**config.mk**
```make
export PLATFORM = sky130hd
export DESIGN_NAME = tx_fifo
export DESIGN_NICKNAME = d
export VERILOG_FILES = /design/src/rtl/tx_fifo.sv
export SDC_FILE = /design/constraint.sdc
export NUM_CORES = 1
export LEC_CHECK = 0
export ABC_AREA = 1
export CORE_ASPECT_RATIO = 0.5
export CORE_UTILIZATION = 30
export DETAILED_ROUTE_END_ITERATION = 16
export GPL_TIMING_DRIVEN = 0
export PLACE_DENSITY = 0.46
export SYNTH_ARGS = -nofsm -noshare
export SYNTH_HDL_FRONTEND = slang
export SYNTH_SLANG_ARGS = --single-unit
```
**constraint.sdc**
```tcl
create_clock -name clk -period 4.9 [get_ports clk]
set_input_delay 0.49 -clock clk [delete_from_list [all_inputs] [get_ports clk]]
set_output_delay 0.49 -clock clk [all_outputs]
set_load 0.05 [all_outputs]
```
**src/rtl/tx_fifo.sv**
```systemverilog
// tx_fifo: byte-wide show-ahead FIFO staging an outgoing USB payload
// between the host write port and the transmitter.
// Optional sticky overflow/underflow flags are built when the macro
// TX_FIFO_ERR_EN is defined; without it those ports and registers are absent.
module tx_fifo #(
  parameter int DEPTH  = 64,
  parameter int ADDR_W = 6
) (
  input  logic              clk,
  input  logic              rst,
  input  logic              clear,
  input  logic              write_enable,
  input  logic [7:0]        write_data,
  input  logic              fifo_r_enable,
  output logic [7:0]        FIFO_byte,
  output logic              empty,
  output logic              full,
  output logic [ADDR_W:0]   count
`ifdef TX_FIFO_ERR_EN
  ,
  output logic              overflow,
  output logic              underflow
`endif
);

  localparam logic [ADDR_W:0] FULL_CNT = (ADDR_W+1)'(DEPTH);
  localparam logic [ADDR_W:0] CNT_ONE  = (ADDR_W+1)'(1);
  localparam logic [ADDR_W-1:0] PTR_ONE = ADDR_W'(1);

  logic [7:0]        mem [DEPTH];
  logic [ADDR_W-1:0] wptr;
  logic [ADDR_W-1:0] rptr;
  logic              wr_ok;
  logic              rd_ok;

  // Status comes from count alone; acceptance uses the pre-edge flags,
  // so a write into a full FIFO is dropped even if a pop happens alongside.
  always_comb begin
    empty     = (count == '0);
    full      = (count == FULL_CNT);
    wr_ok     = write_enable && !full;
    rd_ok     = fifo_r_enable && !empty;
    FIFO_byte = empty ? 8'h00 : mem[rptr];
  end

  // Storage array; clear leaves contents alone, they are masked while empty.
  always_ff @(posedge clk) begin
    if (!rst && !clear && wr_ok)
      mem[wptr] <= write_data;
  end

  // Pointers and occupancy; rst and clear both flush, rst taking priority.
  always_ff @(posedge clk) begin
    if (rst || clear) begin
      wptr  <= '0;
      rptr  <= '0;
      count <= '0;
    end else begin
      if (wr_ok) wptr <= wptr + PTR_ONE;
      if (rd_ok) rptr <= rptr + PTR_ONE;
      case ({wr_ok, rd_ok})
        2'b10:   count <= count + CNT_ONE;
        2'b01:   count <= count - CNT_ONE;
        default: count <= count;
      endcase
    end
  end

`ifdef TX_FIFO_ERR_EN
  // Sticky error flags; only rst clears them, clear does not.
  always_ff @(posedge clk) begin
    if (rst) begin
      overflow  <= 1'b0;
      underflow <= 1'b0;
    end else if (!clear) begin
      if (write_enable && full)   overflow  <= 1'b1;
      if (fifo_r_enable && empty) underflow <= 1'b1;
    end
  end
`endif

endmodule

```
* After elaboration in Yosys (flattened, before gate mapping)
Memory sizes are Yosys's and may differ from the RTL's. A register that Yosys moved wholly into a read port is not among the register bits.
Cells that the tools add are included.
Widths: inputs -> output; s select.
** Operators by class
- $add $sub $neg :: 4
- Equality and inequality tests :: 3
- Multiplexer cells :: 6
- Reduce and logical (&&, ||, !) cells :: 11
** Operators with widths (count)
- $pmux 7 s2 :: 1
- $add 6x1->6 const B :: 2
- $mux 6 :: 2
- $mux 8 :: 1
- $add 7x1->7 const B :: 1
- $eq 7x7->1 const B :: 1
- $logic_not 7->1 :: 1
- $sub 7x1->7 const B :: 1
- $logic_and 1x1->1 :: 4
- $logic_not 1->1 :: 4
- $eq 2x1->1 const B :: 1
- $eq 2x2->1 const B :: 1
- $mux 1 :: 2
- $reduce_bool 2->1 :: 1
- $logic_or 1x1->1 :: 1
** Storage, ports and cells
- Register bits :: 19
- Bits in writable memories :: 512
- Input bits :: 13
- Output and inout bits :: 17
- Logic and storage cells :: 28
- Memories kept :: 1
** Memories
- mem :: words 64, width 8, read ports 1, clocked after Yosys merged registers in 1, wr ports 1, line 30 : logic [7:0] mem [DEPTH];

* Longest topological paths before layout
- Depth after elaboration :: 6
- Mapped depth :: 16
- Gate-level depth less buffers :: 16

* Least setup slack after synthesis
Ideal clock, no wire load.
- Path type :: reg-to-reg
- From :: register count[4]
- To :: register count[5]
- Arrival time :: 2.903 ns
- Required time :: 4.791 ns
- Path slack :: 1.888 ns
- Stages on the path, launching flop included :: 15
- Path buffers :: 0
- Period minus slack after synthesis :: 3.012 ns
- Cells stage by stage :: dfxtp_1 nor2_1 inv_1 nor3_4 nor2_4 ha_1 ha_1 nand3_1 nand3_1 a21o_1 a21o_1 nand2_1 nand3_1 nand2_1 inv_1
** On the way
- Cells in the longest elaborated chain, start to end :: 5
- Elaborated cells on any way between the ends :: 12
** RTL lines
- start, declared :: line 18 : output logic [ADDR_W:0] count
- start signal, assigned :: line 62 : 2'b10: count <= count + CNT_ONE;
- start signal, assigned :: line 63 : 2'b01: count <= count - CNT_ONE;
- start signal, assigned :: line 64 : default: count <= count;
- $logic_not 7->1 * :: line 39 : empty = (count == '0);
- named net empty :: line 16 : output logic empty,
- $logic_not 1->1 * :: line 42 : rd_ok = fifo_r_enable && !empty;
- $logic_and 1x1->1 * :: line 42
- $eq 2x1->1 / $eq 2x2->1 (equally long branches) :: line 61 : case ({wr_ok, rd_ok})
- $pmux 7 s2 / $reduce_bool 2->1 (equally long branches)
Mark *: on every way through the listed nets, which the timed path passes. The rest lies on a longest branch.
A chain may end at the register's enable or synchronous reset.

==> run_results.csv <==
group,metric,value,unit
run_status,status,"finished, final reports clean",
floorplanning,design.die.area,75500,sq um
detailed_routing,avgViaCountPerCell,5.02,
setup_path,reg2reg_depth,8,
floorplanning,pin_count,30,
detailed_routing,route.layer.met1.wl,36200,microns
floorplanning,initial_utilization,30.4,%
clocking,cts-buffers-inserted,53,
detailed_routing,ant_nets,0,
detailed_routing,post-route-drc-count,0,
synth,syn_inst,1952,
floorplanning,rows,70,
timing,fin_skew,13.7,ps
timing,grt_setup_unrepaired,"false",
synth,synth_area,22300,sq um
detailed_routing,top_signal_layer_used,"met4",
detailed_routing,wl_met3,5710,microns
timing,report.final.hold_viol_count,0,
layout,final_core_util,34.6,%
clocking,cts.repair_timing.setup_buffer_count,0,
setup_path,timing.critical_path.from_type,"flip-flop",
layout,leading_cell_types_in_the_layout_fill_and_taps_excluded,"sky130_fd_sc_hd__nand2_1, sky130_fd_sc_hd__edfxtp_1, sky130_fd_sc_hd__nand3_1, sky130_fd_sc_hd__nor2_1, sky130_fd_sc_hd__clkbuf_16",
clocking,clock_tree.htree_level_count,2,
synth,synth_warnings,0,
clocking,worst_setup_hold_path_clk_slew,70,ps
power_and_ir_drop,power.density,401,nW/um^2
setup_path,arrival,3960,ps
detailed_routing,num_vias,15300,
timing,worst_slew_pin_slew,1450,ps
layout,layout_commonest_cell,"sky130_fd_sc_hd__nand2_1",
setup_path,r2r-start,"count[0]",
setup_path,timing.reg2reg.setup_slack,1170,ps
setup_path,worst_setup_path_end_kind,"output pin",
clocking,cts.root.buffer_cell,"sky130_fd_sc_hd__clkbuf_16",
detailed_routing,wl_met2,32200,microns
synth,yosysUniqueCellTypes,31,
clocking,cts_buffer_depth,3,
detailed_routing,firstDrtPassIters,5,
detailed_routing,routed_wirelength_normalized_by_instance_count,24.8,microns
timing,relSlewSlack,2.77,%
setup_path,reg2reg_to,"mem[50][0]",
job,drv_cap,0,
grt,antenna_found_initial,1,
timing,totalNegativeSetupSlack,0,ps
detailed_routing,dr.first_iter.drc_count,1862,
hold_path,worst_hold_path_type,"flip-flop to flip-flop",
clocking,clkLatencyLatePin,610,ps
timing,clock.fmax,225,MHz
placement,dp.final_hpwl,50500,microns
timing,period_minus_slack,4450,ps
setup_path,crit_end,"FIFO_byte[1]",
layout,area.growth.synth_to_final,13.7,%
floorplanning,die_y,195,microns
clocking,post_cts_hold_buffer_count,0,
synth,synth-async-reset-ratio,0,%
timing,final_min_period_over_clock_period,90.7,%
clocking,cts.repair.resized,0,
timing,final_max_slew_viol_count,0,
grt,grt_overflow,0,
clocking,tritoncts,"done",
power_and_ir_drop,peakVddDrop,231,uV
setup_path,worst-setup-path-type,"flip-flop to output pin",
setup_path,critical_path_required,4410,ps
placement,routabilityCongestion,0.922,
timing,setup_viol_count_final,0,
synth,sequential_to_total_area_share_from_yosys_stat,71.2,%
placement,port_buffers,29,
synth,synth-edff-count,512,
clocking,cts_num_sinks,537,
layout,finish.net_count,2060,
grt,first_global_vias,14000,
setup_path,crit_path_max_fanout,10,
synth,synth_seq_cells,537,
power_and_ir_drop,cellLeakagePower,0.00894,uW
grt,grt_first_pass_wirelength,106000,microns
detailed_routing,finalWirelength,75600,microns
layout,post_route_cells_drive_above_1_share,7.52,%
synth,synthFlopType,"sky130_fd_sc_hd__edfxtp_1",
floorplanning,core_region_area,73300,sq um
grt,grt_use_total,19.8,%
grt,grt_start_max_net_pins,65,
floorplanning,fp.dieW,388,microns
synth,synth.net_count,1974,
synth,syn_avg_cell_area,11.4,sq um
## stage by stage
stage	total power (uW)	instance area [sq um]	setup slack, ps	hold slack, ps	instances
4_1_cts	10200	25400	510	504	3046
2_1_floorplan	5870	22300	1890	460	1952
6_report	10200	25400	454	511	3047
3_3_place_gp	6440	23800	734	489	2953
5_1_grt	10500	25400	368	522	3046
3_5_place_dp	6430	23800	681	495	2955
## worst min path at each step
| stage | from | endpoint | slack, ps | cells past startpoint |
|---|---|---|---|---|
| after floorplan | rptr[2] | flip-flop | 460 | 2 |
| after global placement | rptr[5] | rptr[5] | 490 | 2 |
| after detailed placement | rptr[5] | rptr[5] | 500 | 2 |
| after CTS | rptr[5] | rptr[5] | 500 | 2 |
| after global routing | write_data[6] | mem[10][6] | 520 | 1 |
| final | rptr[5] | flip-flop | 510 | 2 |
## where the power goes
part	switching, uW	internal [uW]
logic	950	331
clock network	1770	2060
registers	13.7	5040
total	2740	7430
## cell usage after synthesis, types with 12 or more instances
cell                       instances  area share, %
sky130_fd_sc_hd__nor2_1           76            1.3
sky130_fd_sc_hd__buf_6            26            1.3
sky130_fd_sc_hd__nand3_1         450             10
sky130_fd_sc_hd__edfxtp_1        512             69
sky130_fd_sc_hd__buf_2            34           0.76
sky130_fd_sc_hd__o21ai_0          12           0.27
sky130_fd_sc_hd__nand2_1         665             11
sky130_fd_sc_hd__dfxtp_1          25            2.2
sky130_fd_sc_hd__a21oi_1          24           0.54
sky130_fd_sc_hd__buf_1            17           0.29
sky130_fd_sc_hd__clkbuf_1         26           0.44
sky130_fd_sc_hd__inv_1            37           0.62
## final cells by class
class	instances	area (sq um)
Fill cell	7279	47900
Sequential cell	537	15900
Multi-Input combinational cell	1264	5580
Clock buffer	72	1420
Tap cell	972	1220
Buffer	111	704
Timing Repair Buffer	31	299
Inverter	40	153
Clock inverter	19	119
Antenna cell	1	2.50
## critical path, stage by stage, from the launching register on
cell,delay (ps)
sky130_fd_sc_hd__dfxtp_1,320
sky130_fd_sc_hd__inv_2,300
sky130_fd_sc_hd__clkbuf_1,730
sky130_fd_sc_hd__nand3_1,370
sky130_fd_sc_hd__nand2_1,170
sky130_fd_sc_hd__nand2_1,60
sky130_fd_sc_hd__nand3_1,150
sky130_fd_sc_hd__nand3_1,90
sky130_fd_sc_hd__a21oi_1,270
sky130_fd_sc_hd__clkdlybuf4s50_1,860
## flip-flops by register name, summed over array words and instances (netlist names), named ones only
register / count
wptr: 6
mem: 512
count: 7
rptr: 6
## cell families after synthesis
| group | Yosys count | synth area share (%) |
|---|---|---|
| xor gates and xnor gates | 8 | 0.314 |
| adders and majority gates | 9 | 0.539 |
| and+or+nand+nor | 1208 | 23.2 |
| AOI/OAI and AO/OA | 39 | 0.903 |
| buffers and inverters | 151 | 3.84 |
| DFF | 537 | 71.2 |
## routing by layer
metal / track usage, % / vias up
met2: 29.4 / 549
met5: 0 / -
met4: 4.10 / 0
met3: 3.75 / 97
met1: 30.0 / 7669
li1: - / 6992
Note: power is estimated with default switching activity, not from simulation.
==> patch 1: new RTL, config.mk and constraints unchanged <==
Change the parameter `DEPTH` from 64 to 128.
--- a/src/rtl/tx_fifo.sv
+++ b/src/rtl/tx_fifo.sv
@@ -3,7 +3,7 @@
 // Optional sticky overflow/underflow flags are built when the macro
 // TX_FIFO_ERR_EN is defined; without it those ports and registers are absent.
 module tx_fifo #(
-  parameter int DEPTH  = 64,
+  parameter int DEPTH  = 128,
   parameter int ADDR_W = 6
 ) (
   input  logic              clk,
Behaviour: not the same (Yosys sat finds a counterexample within 4 cycles, from zero or initial values).
==> patch 1 against the unedited design <==
- clock power rose by 1%
- worst setup slack got worse by 0.26 ns
- area after synthesis fell by 1.1%
- sequential cell count did not move
- cell area fell by 0.83%
- register-to-register slack improved by 0.23 ns
- power rose by 13%
- routed wire length barely moved
- maximum frequency fell by 5.6%
- critical path type unchanged
==> patch 1: results (changes against the unedited design) <==
stage,metric,value,unit,change
power,power.leakage,8.78,nW,was 8.94 nW
global_route,grt_pass1_vias,14000,,about the same
logic_synthesis,synth.distinct_cells,26,,was 31
placed_design,dp_hpwl,50.4,mm,was 50.5 mm
critical_path,worstPathArrival,4.22,ns,was 3.96 ns
detailed_routing,wl,75.7,mm,was 75.6 mm
logic_synthesis,synth-xor-area-share,0.318,%,was 0.314%
detailed_routing,vias,15300,,about the same
critical_path,cp-endpoint,FIFO_byte[5],,was FIFO_byte[1]
logic_synthesis,seq_area_frac_synth,72.0,%,was 71.2%
layout,layout.nets,2067,,was 2060
layout,drive_above_1_share,6.66,%,was 7.52%
logic_synthesis,syn-num-nets,1983,,was 1974
sta,final.setup_skew,0.0148,ns,was 0.0137 ns
sta,min_period_over_period,96.1,%,was 90.7%
global_route,grt_pass1_wl,106,mm,about the same
placed_design,pre_cts_ws,0.674,ns,was 0.681 ns
power,peakVddDrop,544,uV,was 231 uV
sta,tightest_slew,1.19,ns,was 1.45 ns
logic_synthesis,netlist_top_cells_count,"683 x nand2_1, 512 x edfxtp_1, 452 x nand3_1, 80 x nor2_1, 50 x buf_2",,"was 665 x nand2_1, 512 x edfxtp_1, 450 x nand3_1, 76 x nor2_1, 37 x inv_1"
critical_path,critical-path-max-stage-delay,0.88,ns,was 0.86 ns
min_path,min_path_type,input pin to register,,was register to register
min_path,holdPathStages,1,,was 2
sta,holdWs,0.429,ns,was 0.511 ns
placed_design,placed_cells,2954,,was 2955
outcome,status,"complete, no violations",,unchanged
-- patch 1: metal layers --
metal,wire [um],GRT usage (%),vias to the layer above
met4,1710,5.04,0
met3,6850,5.42,103
met5,0,0,-
li1,-,-,7029
met2,31600,28.5,532
met1,35500,29.9,7607
-- patch 1: per-stage QoR --
stage | area (um^2) | utilization [%]
4_1_cts | 25100 | 35.0
5_1_grt | 25100 | 35.0
3_3_place_gp | 23500 | 32.8
6_report | 25200 | 35.0
2_1_floorplan | 22100 | -
3_5_place_dp | 23600 | 32.8
-- patch 1: cell type report --
class	count	area, um^2
diodes	2	5.00
multi-input cells	1277	5540
clock inverters	19	134
plain buffers	114	513
inverters	37	139
clock buffers	72	1440
flip-flops and latches	537	15900
well taps	958	1200
repair buffers	31	313
fillers	7224	46700
-- patch 1: power by group --
group          switching, mW  total [mW]  internal (mW)
registers             0.0320        5.09           5.05
clock network           1.74        3.88           2.14
logic                   1.89        2.52          0.634
total                   3.66        11.5           7.83
==> patch 2: new RTL, same flow settings <==
Without the edit above. Register the output `count` once more, without a reset; this adds one clock of latency there. The other outputs are not delayed to match.
--- a/src/rtl/tx_fifo.sv
+++ b/src/rtl/tx_fifo.sv
@@ -27,6 +27,8 @@
   localparam logic [ADDR_W:0] CNT_ONE  = (ADDR_W+1)'(1);
   localparam logic [ADDR_W-1:0] PTR_ONE = ADDR_W'(1);
 
+  logic [ADDR_W:0] count_s0;
+
   logic [7:0]        mem [DEPTH];
   logic [ADDR_W-1:0] wptr;
   logic [ADDR_W-1:0] rptr;
@@ -36,8 +38,8 @@
   // Status comes from count alone; acceptance uses the pre-edge flags,
   // so a write into a full FIFO is dropped even if a pop happens alongside.
   always_comb begin
-    empty     = (count == '0);
-    full      = (count == FULL_CNT);
+    empty     = (count_s0 == '0);
+    full      = (count_s0 == FULL_CNT);
     wr_ok     = write_enable && !full;
     rd_ok     = fifo_r_enable && !empty;
     FIFO_byte = empty ? 8'h00 : mem[rptr];
@@ -54,14 +56,14 @@
     if (rst || clear) begin
       wptr  <= '0;
       rptr  <= '0;
-      count <= '0;
+      count_s0 <= '0;
     end else begin
       if (wr_ok) wptr <= wptr + PTR_ONE;
       if (rd_ok) rptr <= rptr + PTR_ONE;
       case ({wr_ok, rd_ok})
-        2'b10:   count <= count + CNT_ONE;
-        2'b01:   count <= count - CNT_ONE;
-        default: count <= count;
+        2'b10:   count_s0 <= count_s0 + CNT_ONE;
+        2'b01:   count_s0 <= count_s0 - CNT_ONE;
+        default: count_s0 <= count_s0;
       endcase
     end
   end
@@ -79,5 +81,9 @@
   end
 `endif
 
+  always_ff @(posedge clk) begin
+    count <= count_s0;
+  end
+
 endmodule
 
Behaviour: not the same (a bounded check fails within 4 cycles, from zero or initial values).
==> patch 2 against the unedited design <==
- area after synthesis increased by 0.80%
- worst setup slack got worse by 0.12 ns
- routed wire length rose by 0.61%
- count of clock-buffer cells in the layout fell by 5
- sequential cell count increased by 7
- hold slack worse by 0.13 ns
- final cell count is 0.30% higher
- cell area rose by 1.2%
- power is 2.9% higher
- first-iteration DRC count fell by 4.7%
==> patch 2: results (changes against the unedited design) <==
stage,metric,value,unit,change
sta,tightest_slew,1.30,ns,was 1.45 ns
detailed_routing,vias,15400,,was 15300
logic_synthesis,netlist_top_cells_count,"665 x nand2_1, 512 x edfxtp_1, 449 x nand3_1, 76 x nor2_1, 36 x inv_1",,"was 665 x nand2_1, 512 x edfxtp_1, 450 x nand3_1, 76 x nor2_1, 37 x inv_1"
global_route,grt_pass1_vias,14500,,was 14000
clock_tree,cts_setup_buffers,0,,unchanged
placed_design,gp_congestion,0.943,,was 0.922
critical_path,worstPathArrival,4.08,ns,was 3.96 ns
detailed_routing,drt_iter0_markers,1775,,was 1862
outcome,status,"complete, no violations",,unchanged
logic_synthesis,syn_avg_cell_area,11.5,um^2,was 11.4 um^2
critical_path,reg2reg_slack,1.57,ns,was 1.17 ns
detailed_routing,wl,76.1,mm,was 75.6 mm
logic_synthesis,syn-num-nets,1978,,was 1974
layout,fillerInstances,7353,,was 7279
sta,final.setup_skew,0.0308,ns,was 0.0137 ns
layout,reg.largest.list,"mem (512), count (7), count_s0 (7)",,"was mem (512), count (7)"
logic_synthesis,synth.distinct_cells,32,,was 31
layout,layout.nets,2065,,was 2060
power,power.leakage,9.07,nW,was 8.94 nW
critical_path,r2r-end,mem[57][5],,was mem[50][0]
global_route,grt_pass1_wl,107,mm,was 106 mm
global_route,grtUsageTotal,19.9,%,was 19.8%
placed_design,dp_hpwl,51.1,mm,was 50.5 mm
power,peakVddDrop,239,uV,was 231 uV
power,p_int,7.68,mW,was 7.43 mW
layout,diodes,0,,was 1
patch 2: layer usage:
| layer | GRT usage [%] | share of wire, % | vias to the layer above |
|---|---|---|---|
| met5 | 0 | 0 | - |
| met4 | 5.64 | 2.4 | 0 |
| met3 | 3.56 | 7.1 | 88 |
| met2 | 29.0 | 42 | 541 |
| met1 | 30.0 | 48 | 7717 |
| li1 | - | - | 7011 |
patch 2: power by group through the flow:
stage	combinational (mW)	clock [mW]	sequential [mW]
6_report	1.28	4.06	5.12
3_3_place_gp	1.28	0	5.23
5_1_grt	1.37	4.28	5.12
3_5_place_dp	1.28	0	5.22
4_1_cts	1.29	4.11	5.12
2_1_floorplan	0.712	0	5.24
patch 2: worst max-delay path: cells and delay by family, from the launching register on:
family / cells / cell delay [ns]
DFF: 1 / 0.48
and+or+nand+nor: 6 / 0.92
AOI/OAI and AO/OA: 1 / 0.13
buffers and inverters: 3 / 1.91
patch 2: cell type report:
cell class	count	area (um^2)	share of cell area, %
sequential	544	16000	62.4
multi-input combinational	1261	5570	21.7
clock buffer	67	1410	5.49
tap	972	1220	4.74
buffer	111	748	2.91
timing repair buffer	32	317	1.23
clock inverter	29	243	0.946
inverter	40	155	0.604
patch 2: cells by family (layout without fill, tap and decap cells):
group / count (synthesis) / in the layout / share of synthesized area [%]
AO/OA/AOI/OAI: 39 / 39 / 0.890
XOR/XNOR: 7 / 7 / 0.273
adder cells (fa/ha/maj): 9 / 9 / 0.534
buffers and inverters: 151 / 279 / 4.02
flip-flops: 544 / 544 / 71.2
AND/OR/NAND/NOR: 1206 / 1206 / 23.0
patch 2: worst max path at each step:
stage / slack (ns) / to / from
after global routing: 0.22 / FIFO_byte[1] / register
after CTS: 0.33 / FIFO_byte[3] / register
after floorplan: 2.14 / count_s0[5] / count_s0[4]
after global placement: 0.91 / mem[63][2] / rst
final: 0.33 / FIFO_byte[1] / register
after detailed placement: 0.99 / FIFO_byte[3] / register
patch 2: through the flow:
step	instance area (um^2)	setup slack (ns)	hold slack [ns]
2_1_floorplan	22500	2.14	0.355
3_3_place_gp	24000	0.912	0.377
3_5_place_dp	24000	0.990	0.369
4_1_cts	25700	0.333	0.381
5_1_grt	25700	0.223	0.394
6_report	25700	0.331	0.382
